==> config.mk <==
export PLATFORM = sky130hd
export DESIGN_NAME = mulmod_arbiter_flat
export DESIGN_NICKNAME = d
export VERILOG_FILES = /design/src/rtl/mulmod_arbiter_if.sv /design/src/rtl/mulmod_arbiter.sv /design/src/flat_wrapper.sv
export SDC_FILE = /design/constraint.sdc
export NUM_CORES = 1
export LEC_CHECK = 0
export ABC_CLOCK_PERIOD_IN_PS = 1600
export BUFFER_PORTS_ARGS = -buffer_cell sky130_fd_sc_hd__buf_2
export CELL_PAD_IN_SITES_DETAIL_PLACEMENT = 1
export CELL_PAD_IN_SITES_GLOBAL_PLACEMENT = 2
export CORE_MARGIN = 2
export CORE_UTILIZATION = 26
export CTS_CLUSTER_DIAMETER = 100
export DETAILED_ROUTE_END_ITERATION = 12
export HOLD_SLACK_MARGIN = 0.05
export PLACE_DENSITY = 0.81
export SKIP_LAST_GASP = 1
export SYNTH_ARGS = -nofsm -noshare
export SYNTH_HDL_FRONTEND = slang
export SYNTH_SLANG_ARGS = --single-unit
==> constraint.sdc <==
create_clock -name clk -period 1.6 [get_ports clk]
set_clock_uncertainty 0.1 [all_clocks]
set_input_delay 0.16 -clock clk [delete_from_list [all_inputs] [get_ports clk]]
set_output_delay 0.16 -clock clk [all_outputs]
set_load 0.02 [all_outputs]
==> src/rtl/mulmod_arbiter_if.sv <==
// Bus between the arbiter and the shared modular multiplier.
// The arbiter drives start/operands (master); the multiplier returns result and done level (slave).
interface mulmod_arbiter_if #(
  parameter int W = 32
);
  logic         mul_start;
  logic [W-1:0] mul_a;
  logic [W-1:0] mul_b;
  logic [W-1:0] mul_m;
  logic [W-1:0] mul_result;
  logic         mul_done;

  modport master (
    output mul_start, mul_a, mul_b, mul_m,
    input  mul_result, mul_done
  );

  modport slave (
    input  mul_start, mul_a, mul_b, mul_m,
    output mul_result, mul_done
  );
endinterface

==> src/rtl/mulmod_arbiter.sv <==
// Two-client round-robin arbiter in front of one shared modular multiplier.
// Each client holds one outstanding request; results and done flags are registered per client.
//
// Handshakes: a client request is taken when ci_start and ci_done are both 1 at a rising edge;
// the multiplier is started by a one-cycle mul_start pulse and is sampled through its mul_done level.
module mulmod_arbiter #(
  parameter int W = 32
) (
  input  logic             clk,
  input  logic             reset,
  input  logic             c0_start,
  input  logic             c1_start,
  input  logic [W-1:0]     c0_a,
  input  logic [W-1:0]     c0_b,
  input  logic [W-1:0]     c0_m,
  input  logic [W-1:0]     c1_a,
  input  logic [W-1:0]     c1_b,
  input  logic [W-1:0]     c1_m,
  output logic [W-1:0]     c0_result,
  output logic [W-1:0]     c1_result,
  output logic             c0_done,
  output logic             c1_done,
  mulmod_arbiter_if.master mul,
  output logic             busy,
  output logic             grant,
  output logic [1:0]       dbg_state_o
);

  typedef enum logic [1:0] {
    IDLE  = 2'd0,
    ISSUE = 2'd1,
    CLEAR = 2'd2,
    WAIT  = 2'd3
  } state_e;

  state_e              state_q;
  logic                p_q;
  logic [1:0]          pending_q;
  logic [1:0]          done_q;
  logic [1:0][W-1:0]   op_a_q;
  logic [1:0][W-1:0]   op_b_q;
  logic [1:0][W-1:0]   op_m_q;
  logic [1:0][W-1:0]   result_q;
  logic                mul_start_q;
  logic [W-1:0]        mul_a_q;
  logic [W-1:0]        mul_b_q;
  logic [W-1:0]        mul_m_q;
  logic                grant_q;
  logic                busy_q;

  logic [1:0]          start_d;
  logic [1:0]          accept_d;
  logic [1:0][W-1:0]   a_d;
  logic [1:0][W-1:0]   b_d;
  logic [1:0][W-1:0]   m_d;
  logic                winner_d;

  assign start_d  = {c1_start, c0_start};
  assign accept_d = start_d & done_q;
  assign a_d      = {c1_a, c0_a};
  assign b_d      = {c1_b, c0_b};
  assign m_d      = {c1_m, c0_m};

  // With both pending the pointer decides; otherwise the single pending client wins.
  assign winner_d = (&pending_q) ? p_q : ~pending_q[0];

  always_ff @(posedge clk) begin
    if (reset) begin
      state_q     <= IDLE;
      p_q         <= 1'b0;
      pending_q   <= '0;
      done_q      <= '0;
      op_a_q      <= '0;
      op_b_q      <= '0;
      op_m_q      <= '0;
      result_q    <= '0;
      mul_start_q <= 1'b0;
      mul_a_q     <= '0;
      mul_b_q     <= '0;
      mul_m_q     <= '0;
      grant_q     <= 1'b0;
      busy_q      <= 1'b0;
    end else begin
      for (int i = 0; i < 2; i++) begin
        if (accept_d[i]) begin
          op_a_q[i]    <= a_d[i];
          op_b_q[i]    <= b_d[i];
          op_m_q[i]    <= m_d[i];
          pending_q[i] <= 1'b1;
          done_q[i]    <= 1'b0;
        end else if (!pending_q[i]) begin
          done_q[i]    <= 1'b1;
        end
      end

      case (state_q)
        IDLE: begin
          if (|pending_q) begin
            mul_a_q     <= op_a_q[winner_d];
            mul_b_q     <= op_b_q[winner_d];
            mul_m_q     <= op_m_q[winner_d];
            grant_q     <= winner_d;
            mul_start_q <= 1'b1;
            busy_q      <= 1'b1;
            state_q     <= ISSUE;
          end
        end
        ISSUE: begin
          mul_start_q <= 1'b0;
          state_q     <= CLEAR;
        end
        // One spare cycle so the multiplier can drop a stale mul_done before WAIT samples it.
        CLEAR: begin
          state_q <= WAIT;
        end
        WAIT: begin
          if (mul.mul_done) begin
            result_q[grant_q]  <= mul.mul_result;
            done_q[grant_q]    <= 1'b1;
            pending_q[grant_q] <= 1'b0;
            p_q                <= ~grant_q;
            busy_q             <= 1'b0;
            state_q            <= IDLE;
          end
        end
        default: begin
          state_q <= IDLE;
        end
      endcase
    end
  end

  assign c0_result     = result_q[0];
  assign c1_result     = result_q[1];
  assign c0_done       = done_q[0];
  assign c1_done       = done_q[1];
  assign mul.mul_start = mul_start_q;
  assign mul.mul_a     = mul_a_q;
  assign mul.mul_b     = mul_b_q;
  assign mul.mul_m     = mul_m_q;
  assign busy          = busy_q;
  assign grant         = grant_q;
  assign dbg_state_o   = state_q;

endmodule

==> src/flat_wrapper.sv <==
// flat-port wrapper written by rule: the top's interface ports become plain ports
module mulmod_arbiter_flat 
#(
  parameter int W = 32
)
  (clk, reset, c0_start, c1_start, c0_a, c0_b, c0_m, c1_a, c1_b, c1_m, c0_result, c1_result, c0_done, c1_done, busy, grant, dbg_state_o, mul_mul_start, mul_mul_a, mul_mul_b, mul_mul_m, mul_mul_result, mul_mul_done);
  mulmod_arbiter_if #(.W(W)) mul_i ();
  input  logic clk;
  input  logic reset;
  input  logic c0_start;
  input  logic c1_start;
  input  logic [W-1:0] c0_a;
  input  logic [W-1:0] c0_b;
  input  logic [W-1:0] c0_m;
  input  logic [W-1:0] c1_a;
  input  logic [W-1:0] c1_b;
  input  logic [W-1:0] c1_m;
  output logic [W-1:0] c0_result;
  output logic [W-1:0] c1_result;
  output logic c0_done;
  output logic c1_done;
  output logic busy;
  output logic grant;
  output logic [1:0] dbg_state_o;
  output wire logic [$bits(mul_i.mul_start)-1:0] mul_mul_start;
  output wire logic [$bits(mul_i.mul_a)-1:0] mul_mul_a;
  output wire logic [$bits(mul_i.mul_b)-1:0] mul_mul_b;
  output wire logic [$bits(mul_i.mul_m)-1:0] mul_mul_m;
  input wire logic [$bits(mul_i.mul_result)-1:0] mul_mul_result;
  input wire logic [$bits(mul_i.mul_done)-1:0] mul_mul_done;
  assign mul_mul_start = mul_i.mul_start;
  assign mul_mul_a = mul_i.mul_a;
  assign mul_mul_b = mul_i.mul_b;
  assign mul_mul_m = mul_i.mul_m;
  assign mul_i.mul_result = mul_mul_result;
  assign mul_i.mul_done = mul_mul_done;
  mulmod_arbiter #(.W(W)) u_core (.clk(clk), .reset(reset), .c0_start(c0_start), .c1_start(c1_start), .c0_a(c0_a), .c0_b(c0_b), .c0_m(c0_m), .c1_a(c1_a), .c1_b(c1_b), .c1_m(c1_m), .c0_result(c0_result), .c1_result(c1_result), .c0_done(c0_done), .c1_done(c1_done), .mul(mul_i), .busy(busy), .grant(grant), .dbg_state_o(dbg_state_o));
endmodule
==> results.rst <==
.. list-table::
   :header-rows: 1

   * - Metric
     - Value
   * - Finished layout cell area
     - 21100 µm²
   * - Final routed wire length divided by cell count
     - 18.9 µm
   * - Global-route wire length before repair
     - 85.5 mm
   * - TritonRoute pass-1 iters
     - 4
   * - Compound-gate portion of the synthesized area
     - 17.7%
   * - Share of total power in combinational logic
     - 26.3%
   * - Largest family of logic cells by synthesized area
     - simple AND/OR/NAND/NOR gates
   * - Category of the worst setup path launch point
     - flip-flop
   * - Register area share after synthesis
     - 53.8%
   * - Data required, critical path
     - 1.92 ns
   * - Period utilization
     - 111%
   * - Leading post-synthesis cells by cell area
     - sky130_fd_sc_hd__dfxtp_1, sky130_fd_sc_hd__nand2_1, sky130_fd_sc_hd__a21oi_1
   * - Basic-gate share of the synthesized area counting and, or, nand and nor cells
     - 23.1%
   * - Register share of total power
     - 37.8%
   * - Post-synthesis instance area
     - 13500 µm²
   * - Count of different cell masters after synthesis
     - 26
   * - Inserted Clock Buffers
     - 43
   * - Combined area of the multi-input logic cells
     - 5850 µm²
   * - Max Cap Violations
     - 0
   * - Switch Pwr
     - 8730 µW
   * - Number of max-slew violations in the final report
     - 0
   * - Area occupied by registers
     - 7260 µm²
   * - Total number of vias
     - 14300
   * - Share of the core filled with cells in the final layout
     - 41.3%
   * - Final weighted congestion in routability-driven placement
     - 0.771
   * - Clock power frac
     - 35.9%
   * - Share of cells above drive strength 1
     - 27.3%
   * - Failing checks
     - setup timing
   * - Most used DFF post-synth
     - sky130_fd_sc_hd__dfxtp_1
   * - Maximum number of pins on one net before global-route repair
     - 59
   * - Source-to-sink clock delay at the later pin of the worst-skew pair
     - 0.56 ns
   * - Area delta synth->final
     - 57.0%
   * - Internal power
     - 19300 µW
   * - Number of synthesis warnings
     - 0
   * - Depth of the CTS H-tree
     - 2
   * - Classification of the worst setup path
     - reg2reg
   * - All-Layer GR Usage
     - 20.0%
   * - Sw Share
     - 31.1%
   * - Clock transition at the register clock pins on the worst setup and hold paths after CTS
     - 0.06 ns
   * - TritonCTS clock tree
     - yes
   * - Drc violations
     - 0
   * - Starting Density
     - 26.3%
   * - Count of routing violations after the opening detailed-route iteration
     - 520
   * - Worst min path class
     - in2reg
   * - Longest Clk Path Bufs
     - 3
   * - Mapped Cells
     - 1696
   * - Most frequent cell after synthesis
     - sky130_fd_sc_hd__nand2_1
   * - PnR Total Power
     - 28000 µW
   * - Sinks on Clock Net
     - 362
   * - Transition time at the pin with the least slew margin
     - 0.439 ns
   * - Library cell with the largest summed area after synthesis
     - sky130_fd_sc_hd__dfxtp_1
   * - Arrival time at the worst endpoint
     - 2.10 ns
   * - Register bit count reported by yosys
     - 362
   * - Proportion of synthesized area in mux cells
     - 0.0744%
   * - Horizontal extent of the die
     - 232 µm
   * - GRT Residual Overflow
     - 0
   * - Post-route setup slack
     - -0.170 ns
   * - Number of nets in the layout
     - 2548
   * - Run status
     - finished with violations
   * - Clk root buf
     - sky130_fd_sc_hd__clkbuf_16
   * - Post-synth top area share
     - 53.8%
   * - Via density per instance
     - 4.71
   * - Number of nets in the synthesized netlist
     - 1929
   * - Count of flip-flops with a built-in enable after synthesis
     - 0
   * - Worst vdd rail ir drop
     - 822 µV
   * - Power per standard cell area
     - 1330 nW/µm²
   * - Commonest cells post-synth
     - sky130_fd_sc_hd__nand2_1, sky130_fd_sc_hd__dfxtp_1, sky130_fd_sc_hd__a21oi_1, sky130_fd_sc_hd__nor2_1, sky130_fd_sc_hd__a311oi_1
   * - Capturing element type of the critical path
     - flip-flop
   * - Fill count
     - 6058
   * - Leak
     - 0.00835 µW
   * - Relative slew slack
     - 70.8%
   * - Boundary pin count
     - 396
   * - Hold violation count in the final report
     - 0
   * - Die extent in y
     - 232 µm
   * - Area post-placement
     - 16500 µm²
   * - Largest fanout of any net on the critical path
     - 12
   * - Worst reg-to-reg setup slack
     - -0.17 ns
   * - Xor-xnor portion of the synthesized cell area
     - 0%
   * - FP Rows
     - 83
   * - Setup repair after global routing missed its margin
     - yes
   * - Maximum operating frequency
     - 565 MHz
   * - Post-Route Hold Slack
     - 0.288 ns
   * - Post-placement cell count
     - 2691
   * - Number of setup violations in the final report
     - 10
   * - Non-filler cells, final
     - 3031
   * - Minimum clock period after layout
     - 1.77 ns
   * - Number of I/O port buffers
     - 395
   * - Core Box Area
     - 51200 µm²
   * - Number of global-route vias before repair
     - 15500
   * - Share of flip-flops with an asynchronous set or reset
     - 0%
   * - Total wire length
     - 57.2 mm
   * - ANT nets after route
     - 0
   * - Initial antenna violation count
     - 4
   * - Total half-perimeter wirelength after legalization and detailed placement
     - 34.1 mm
   * - Fraction of the mapped netlist area in adder cells
     - 0.372%
   * - Synthesized area divided by synthesized cell count
     - 7.94 µm²
   * - Die Outline Area
     - 53600 µm²
-- routing by layer --
metal,share of wire [%],track usage (%),up-vias
met5,0.021,0,-
met4,3.4,7.80,2
met3,5.8,5.28,140
met2,49,34.6,410
met1,42,23.6,6887
li1,-,-,6846
-- power by group through the flow --
stage	Combinational, µW	Clock [µW]	Sequential [µW]
after detailed placement	5690	0	10700
after CTS	6470	10300	10500
after global placement	5520	0	10700
after global routing	7930	10700	10700
final	7380	10100	10600
after floorplan	2520	0	11400
-- critical path, cell delays in order, from the launching register on --
cell and delay (ns):
sky130_fd_sc_hd__dfxtp_2 0.34, sky130_fd_sc_hd__inv_2 0.06, sky130_fd_sc_hd__ha_4 0.17, sky130_fd_sc_hd__o21a_4 0.17, sky130_fd_sc_hd__clkbuf_16 0.18, sky130_fd_sc_hd__bufbuf_16 0.29, sky130_fd_sc_hd__a311oi_1 0.33
-- registers in the layout, summed over array words and instances (netlist names) --
signal,count
u_core.op_a_q,64
u_core.pending_q,2
u_core.dbg_state_o,2
u_core.busy,1
u_core.op_m_q,64
u_core.op_b_q,64
u_core.mul.mul_m,32
u_core.mul.mul_b,32
u_core.c0_result,32
u_core.c1_result,32
u_core.grant,1
u_core.done_q,2
u_core.p_q,1
u_core.mul.mul_a,32
u_core.mul.mul_start,1
-- cell usage in the layout (no fill, tap or decap), types with 7 or more instances in the layout --
master	count
sky130_fd_sc_hd__a21oi_1	261
sky130_fd_sc_hd__a311oi_1	50
sky130_fd_sc_hd__a311oi_2	47
sky130_fd_sc_hd__buf_12	28
sky130_fd_sc_hd__buf_2	394
sky130_fd_sc_hd__buf_4	34
sky130_fd_sc_hd__clkbuf_1	7
sky130_fd_sc_hd__clkbuf_16	57
sky130_fd_sc_hd__clkbuf_8	13
sky130_fd_sc_hd__clkinv_2	7
sky130_fd_sc_hd__dfxtp_1	356
sky130_fd_sc_hd__dlygate4sd3_1	228
sky130_fd_sc_hd__nand2_1	705
sky130_fd_sc_hd__nor2_1	84
sky130_fd_sc_hd__nor2_2	8
sky130_fd_sc_hd__nor2_4	8
-- cell type report --
type	instances	area share, %
Tap cell	680	4.03
Sequential cell	362	34.3
Clock buffer	65	6.30
Inverter	4	0.0829
Antenna cell	3	0.0355
Timing Repair Buffer	713	26.9
Multi-Input combinational cell	1191	27.7
Clock inverter	13	0.598
-- worst paths after layout --
check                                                    endpoint                                from  cells after the start
worst max-delay path            u_core.mul.mul_m[19]$_SDFFE_PP0P_  u_core.dbg_state_o[1]$_SDFFE_PP0P_                      6
worst min-delay path               u_core.op_b_q[23]$_SDFFE_PP0P_                            c0_b[23]                      4
worst max register to register  u_core.mul.mul_m[19]$_SDFFE_PP0P_  u_core.dbg_state_o[1]$_SDFFE_PP0P_                      6
worst min register to register   u_core.c0_result[2]$_SDFFE_PP0P_    u_core.c0_result[2]$_SDFFE_PP0P_                      2
-- stage by stage --
stage | setup TNS, ns | setup slack (ns)
after floorplan | 0 | 0.0132
after global placement | 0 | 0.0176
after detailed placement | -0.541 | -0.0741
after CTS | -0.154 | -0.0226
after global routing | -4.06 | -0.212
final | -0.386 | -0.170
-- repair_timing --
| item | 4_1_cts | 5_1_grt |
|---|---|---|
| cloned | 4 | 13 |
| hold endpoints to repair | 275 | 0 |
| resized for setup | 14 | 66 |
| hold buffers | 228 | 0 |
| pin swaps | 3 | 62 |
| setup buffers | 3 | 11 |
| setup endpoints to repair | 61 | 152 |
-- cell families (layout without fill, tap and decap cells) --
logic type               count (synthesis)  in the layout
AO/OA/AOI/OAI                          368            368
adder cells (fa/ha/maj)                  4              4
buffers and inverters                  143            795
flip-flops                             362            362
multiplexers                             1              1
other                                    0              3
AND/OR/NAND/NOR                        818            818
Power figures use the tool's default switching activity.
